File: src/rtl/fetch_unit_pkg.sv
// Shared fetch/controller definitions: nPC_sel codes,
// fetch FSM state type and the default reset PC.
package fetch_unit_pkg;

  localparam logic [1:0] NPC_PLUS4 = 2'b00;
  localparam logic [1:0] NPC_J     = 2'b01;
  localparam logic [1:0] NPC_BEQ   = 2'b10;
  localparam logic [1:0] NPC_JR    = 2'b11;

  localparam logic [31:0] RESET_PC_DEF = 32'h0000_3000;

  typedef enum logic [1:0] {
    F_IDLE = 2'd0,
    F_REQ  = 2'd1,
    F_FULL = 2'd2
  } fstate_e;

endpackage

File: src/rtl/fetch_unit_npc_calc.sv
// Combinational next-PC selection for fetch_unit.
// Low address bits are cleared unless IFU_ADDR_CHECK_EN.
module npc_calc
  import fetch_unit_pkg::*;
(
  input  logic [31:0] pc,
  input  logic [25:0] imm26,
  input  logic [1:0]  nPC_sel,
  input  logic        zero,
  input  logic [31:0] jr_target,
  output logic [31:0] npc,
  output logic [31:0] pc_plus4
);

  logic [31:0] boff;
  logic [31:0] raw;

  assign pc_plus4 = pc + 32'd4;
  assign boff = {{14{imm26[15]}}, imm26[15:0], 2'b00};

  always_comb begin
    raw = pc_plus4;
    unique case (nPC_sel)
      NPC_PLUS4: raw = pc_plus4;
      NPC_J:     raw = {pc_plus4[31:28], imm26, 2'b00};
      NPC_BEQ:   raw = zero ? pc_plus4 + boff : pc_plus4;
      NPC_JR:    raw = jr_target;
      default:   raw = pc_plus4;
    endcase
  end

`ifdef IFU_ADDR_CHECK_EN
  assign npc = raw;
`else
  assign npc = raw & ~32'h3;
`endif

endmodule

File: src/rtl/fetch_unit.sv
// PC, fetch FSM, fetch buffer and IR.
// IFU_ADDR_CHECK_EN adds the sticky addr_err flag.
module fetch_unit
  import fetch_unit_pkg::*;
#(
  parameter logic [31:0] RESET_PC = RESET_PC_DEF
) (
  input  logic        clk,
  input  logic        rst,
  input  logic        PCWr,
  input  logic        IRWr,
  input  logic [1:0]  nPC_sel,
  input  logic        zero,
  input  logic [31:0] jr_target,
  input  logic [31:0] imem_rdata,
  input  logic        imem_ack,
  output logic        imem_req,
  output logic [31:0] imem_addr,
  output logic [31:0] pc,
  output logic [31:0] pc_plus4,
  output logic [31:0] instruction,
  output logic        instr_valid
`ifdef IFU_ADDR_CHECK_EN
  ,
  output logic        addr_err
`endif
);

  fstate_e     state, state_d;
  logic        stale, stale_d;
  logic        load_buf, issue;
  logic        blk;
  logic [31:0] npc, pc_d;
  logic [31:0] fbuf, req_addr, ir;

  npc_calc u_npc (
    .pc        (pc),
    .imm26     (ir[25:0]),
    .nPC_sel   (nPC_sel),
    .zero      (zero),
    .jr_target (jr_target),
    .npc       (npc),
    .pc_plus4  (pc_plus4)
  );

  assign pc_d = PCWr ? npc : pc;

`ifdef IFU_ADDR_CHECK_EN
  logic err_d;
  assign err_d = addr_err | (PCWr & (|npc[1:0]));
  assign blk = err_d;
`else
  assign blk = 1'b0;
`endif

  always_comb begin
    state_d  = state;
    stale_d  = stale;
    load_buf = 1'b0;
    issue    = 1'b0;
    unique case (state)
      F_IDLE: begin
        if (!blk) begin
          state_d = F_REQ;
          issue   = 1'b1;
        end
      end
      F_REQ: begin
        if (imem_ack) begin
          // data for an abandoned pc: drop and reissue
          if (stale || PCWr) begin
            stale_d = 1'b0;
            state_d = blk ? F_IDLE : F_REQ;
            issue   = !blk;
          end else begin
            load_buf = 1'b1;
            state_d  = F_FULL;
          end
        end else if (PCWr) begin
          stale_d = 1'b1;
        end
      end
      F_FULL: begin
        if (PCWr) state_d = F_IDLE;
      end
      default: state_d = F_IDLE;
    endcase
  end

  always_ff @(posedge clk or negedge rst) begin
    if (!rst) begin
      pc       <= RESET_PC;
      state    <= F_IDLE;
      stale    <= 1'b0;
      fbuf     <= 32'd0;
      req_addr <= RESET_PC;
      ir       <= 32'd0;
    end else begin
      if (PCWr) pc <= npc;
      state <= state_d;
      stale <= stale_d;
      if (load_buf) fbuf <= imem_rdata;
      if (issue) req_addr <= pc_d;
      if (IRWr && instr_valid) ir <= fbuf;
    end
  end

`ifdef IFU_ADDR_CHECK_EN
  always_ff @(posedge clk or negedge rst) begin
    if (!rst) addr_err <= 1'b0;
    else      addr_err <= err_d;
  end
`endif

  assign imem_req    = (state == F_REQ);
  assign imem_addr   = req_addr;
  assign instr_valid = (state == F_FULL);
  assign instruction = ir;

endmodule
File: config.mk
export PLATFORM = sky130hd
export DESIGN_NAME = fetch_unit
export DESIGN_NICKNAME = d
export VERILOG_FILES = /design/src/rtl/fetch_unit_pkg.sv /design/src/rtl/fetch_unit_npc_calc.sv /design/src/rtl/fetch_unit.sv
export SDC_FILE = /design/constraint.sdc
export NUM_CORES = 1
export LEC_CHECK = 0
export CAP_MARGIN = 20
export CORE_MARGIN = 2
export CORE_UTILIZATION = 51
export CTS_BUF_LIST = sky130_fd_sc_hd__clkbuf_16
export DETAILED_ROUTE_END_ITERATION = 6
export PLACE_DENSITY_LB_ADDON = 0.25
export SYNTH_ARGS = -nofsm -noshare
export SYNTH_HDL_FRONTEND = slang
export SYNTH_SLANG_ARGS = --single-unit
File: constraint.sdc
create_clock -name clk -period 5.4 [get_ports clk]
set_input_delay 1.08 -clock clk [delete_from_list [all_inputs] [get_ports clk]]
set_output_delay 1.08 -clock clk [all_outputs]
set_load 0.005 [all_outputs]
==> flow_summary.yaml <==
outcome:
  outcome: "complete, but fails checks"
  violations: "DRC"
route:
  dr.pass1.iters: 7
  viasPerCell: 5.989
  postRouteAntennaNets: 0
  drtIter0Drc: 560
  drc: 6
  vias: 7708
  wire_per_inst_microns: 20.75
  wl_mm: 26.70
final_layout:
  fillers: 1297
  drive_gt1_share_pct: 15.69
  final_core_util_pct: 69.45
  area_delta_synth_final_pct: 32.73
  nets: 1165
  design_area_sq_um: 11030
  antennaDiodeCount: 0
logic_synthesis:
  synthMostInstantiatedCell: "dfrtp_1"
  synthArstFlopShare_pct: 100.0
  yosysTopAreaCellShare_pct: 38.24
  yosysSeqAreaShare_pct: 39.50
  synth_edf_count: 0
  ys_ff_latch: 131
  syn_inst: 878
  synth.top_cells.by_count: "127 x dfrtp_1, 104 x nand2_1, 89 x mux2_2"
  synthTopCellsByArea: "dfrtp_1 38%, mux2_2 12%, ha_1 5.1%"
  avgSynthCellArea_sq_um: 9.467
  synth_area_leader_cell: "dfrtp_1"
  synth_area_sq_um: 8312
  syn_nets: 985
  ys.flop_type: "dfrtp_1"
  yosysUniqueCellTypes: 80
  ys_warn_count: 0
global_routing:
  gr-total-overflow: 0
  antenna_found_initial: 0
  grt_pass1_vias: 7568
  grt_max_degree: 88
  grtUsageTotal_pct: 30.98
  grt_pass1_wl_mm: 41.79
floorplan:
  die_h_microns: 131.7
  die_area_sq_um: 17330
  coreArea_sq_um: 15890
  rows: 46
  io_pins: 202
  start_util_pct: 52.32
  die_x_microns: 131.7
clock_tree:
  cts_tree: "yes"
  postCtsHoldBufs: 0
  cts_setup_buffers: 0
  clock-sinks: 131
  clk_transition_reported_paths_ns: 0.06
  clockRootBuffer: "clkbuf_16"
  cts_inserted_buffers: 17
  cts_buffer_depth: 2
  ctsHtreeMaxLevel: 4
  clkLatencyLatePin_ns: 0.43
  ctsResizeCount: 0
placement:
  place_area_sq_um: 10440
  dpl.hpwl_mm: 19.63
  portBuffers: 199
  gp_congestion: 0.9367
sta:
  finalSetupViolCount: 0
  slew_violations: 0
  finalCritPeriodShare_pct: 86.75
  grt_setup_unrepaired: "no"
  clock_skew_ns: 0.009600
  slew_headroom_pct: 39.46
  fin_crit_ns: 4.685
  setup_tns_ns: 0
  fmax_ghz: 0.2135
  final_hold_viol_count: 0
  worstMarginPinSlew_ns: 0.9081
pwr:
  powerDensity_nw_per_um2: 509.5
  p_total_mw: 5.621
  cell_internal_pwr_mw: 3.439
  p_clk_share_pct: 20.7
  p_sw_share_pct: 38.81
  ir_drop_mv: 0.2530
  p_leak_nw: 4.760
  p_seq_share_pct: 30.7
  pwr-share-comb_pct: 48.6
  p_sw_mw: 2.182
setup_path:
  cp_data_arrival_time_ns: 5.00
  crit_fanout: 8
  critical_path_class: "flop to flop"
  crit_path_end_kind: "flop"
  cp-start-kind: "flop"
  cp.required_ns: 5.71
job:
  maxCapViolCount: 0
hold_path:
  min_path_type: "flop to flop"
## logic make-up (layout without fill, tap and decap cells)
logic type	Yosys count	in the layout	synth area share (%)
compound gates	219	219	17.48
xor+xnor	46	46	4.938
fa+ha+maj	35	35	5.359
buf+inv	68	261	3.372
flops	131	131	39.50
mux	98	98	13.44
simple gates	281	281	15.91
## power groups by stage
stage / clock network, mW / logic [mW] / registers (mW)
6_report: 1.16 / 2.73 / 1.73
5_1_grt: 1.21 / 2.97 / 1.77
4_1_cts: 1.17 / 2.71 / 1.72
3_5_place_dp: 0 / 2.68 / 1.73
3_3_place_gp: 0 / 2.65 / 1.72
2_1_floorplan: 0 / 1.55 / 1.64
## worst paths after layout
path / start / end / slack [ns] / cells after the start
setup / recovery: pc[2] / imem_addr[26] / 0.72 / 15
hold / removal: imem_addr[11] / imem_addr[11] / 0.48 / 2
setup reg to reg: pc[2] / imem_addr[26] / 0.72 / 15
hold reg to reg: imem_addr[11] / imem_addr[11] / 0.48 / 2
max in group asynchronous: rst / pc[8] / 3.62 / 2
min in group asynchronous: rst / instruction[19] / 0.71 / 1
## layout by cell type, fill, tap and decap left out, drive strengths merged, types with 12 or more instances in the layout
master	count
clkdlybuf4s50	196
dfrtp	127
nand2	104
mux2	89
nor2	81
a21oi	61
o21ai	55
ha	34
xnor2	32
inv	29
nand3	21
clkbuf	17
nor3	16
a21o	15
xor2	14
buf	12
## registers in the layout, indices dropped and copies added, names as in the netlist
register / count
instruction: 32
imem_addr: 32
fbuf: 32
state: 2
pc: 32
stale: 1
## metal layers
| layer | vias up | routed length (microns) | part of all wire [%] | GRT usage [%] |
|---|---|---|---|---|
| li1 | 3536 | - | - | - |
| met1 | 3744 | 10880 | 41 | 40.05 |
| met2 | 361 | 12490 | 47 | 48.78 |
| met3 | 67 | 2192 | 8.2 | 8.063 |
| met4 | 0 | 1132 | 4.2 | 14.31 |
| met5 | - | 0 | 0 | 0 |
## critical path: stages, from the launching register on
cell       delay [ns]
dfrtp_1          0.49
ha_1             0.30
nand4_1          0.20
or2_4            0.33
nor4_1           0.39
xor2_1           0.37
ha_1             0.32
nand2_1          0.14
nor2_1           0.24
nand4_1          0.13
a211oi_1         0.50
o21ai_2          0.19
xnor2_1          0.19
a2111oi_0        0.42
a211oi_2         0.07
mux2_2           0.30
## metrics by stage
stage / instances / hold WS, ns / setup slack (ns)
2_1_floorplan: 878 / 0.4584 / 1.440
3_3_place_gp: 1255 / 0.4607 / 0.8801
3_5_place_dp: 1255 / 0.4619 / 0.8801
4_1_cts: 1287 / 0.4779 / 0.8291
5_1_grt: 1287 / 0.5015 / 0.4402
6_report: 1287 / 0.4757 / 0.7154
## final cells by class
class | count | area (sq um) | area share (%)
clock buffers | 17 | 425.4 | 3.856
clock inverters | 15 | 166.4 | 1.508
inverters | 21 | 78.83 | 0.7145
multi-input cells | 679 | 4757 | 43.12
flip-flops and latches | 131 | 3283 | 29.76
well taps | 216 | 270.3 | 2.450
repair buffers | 208 | 2051 | 18.59
Power figures use the tool's default switching activity.
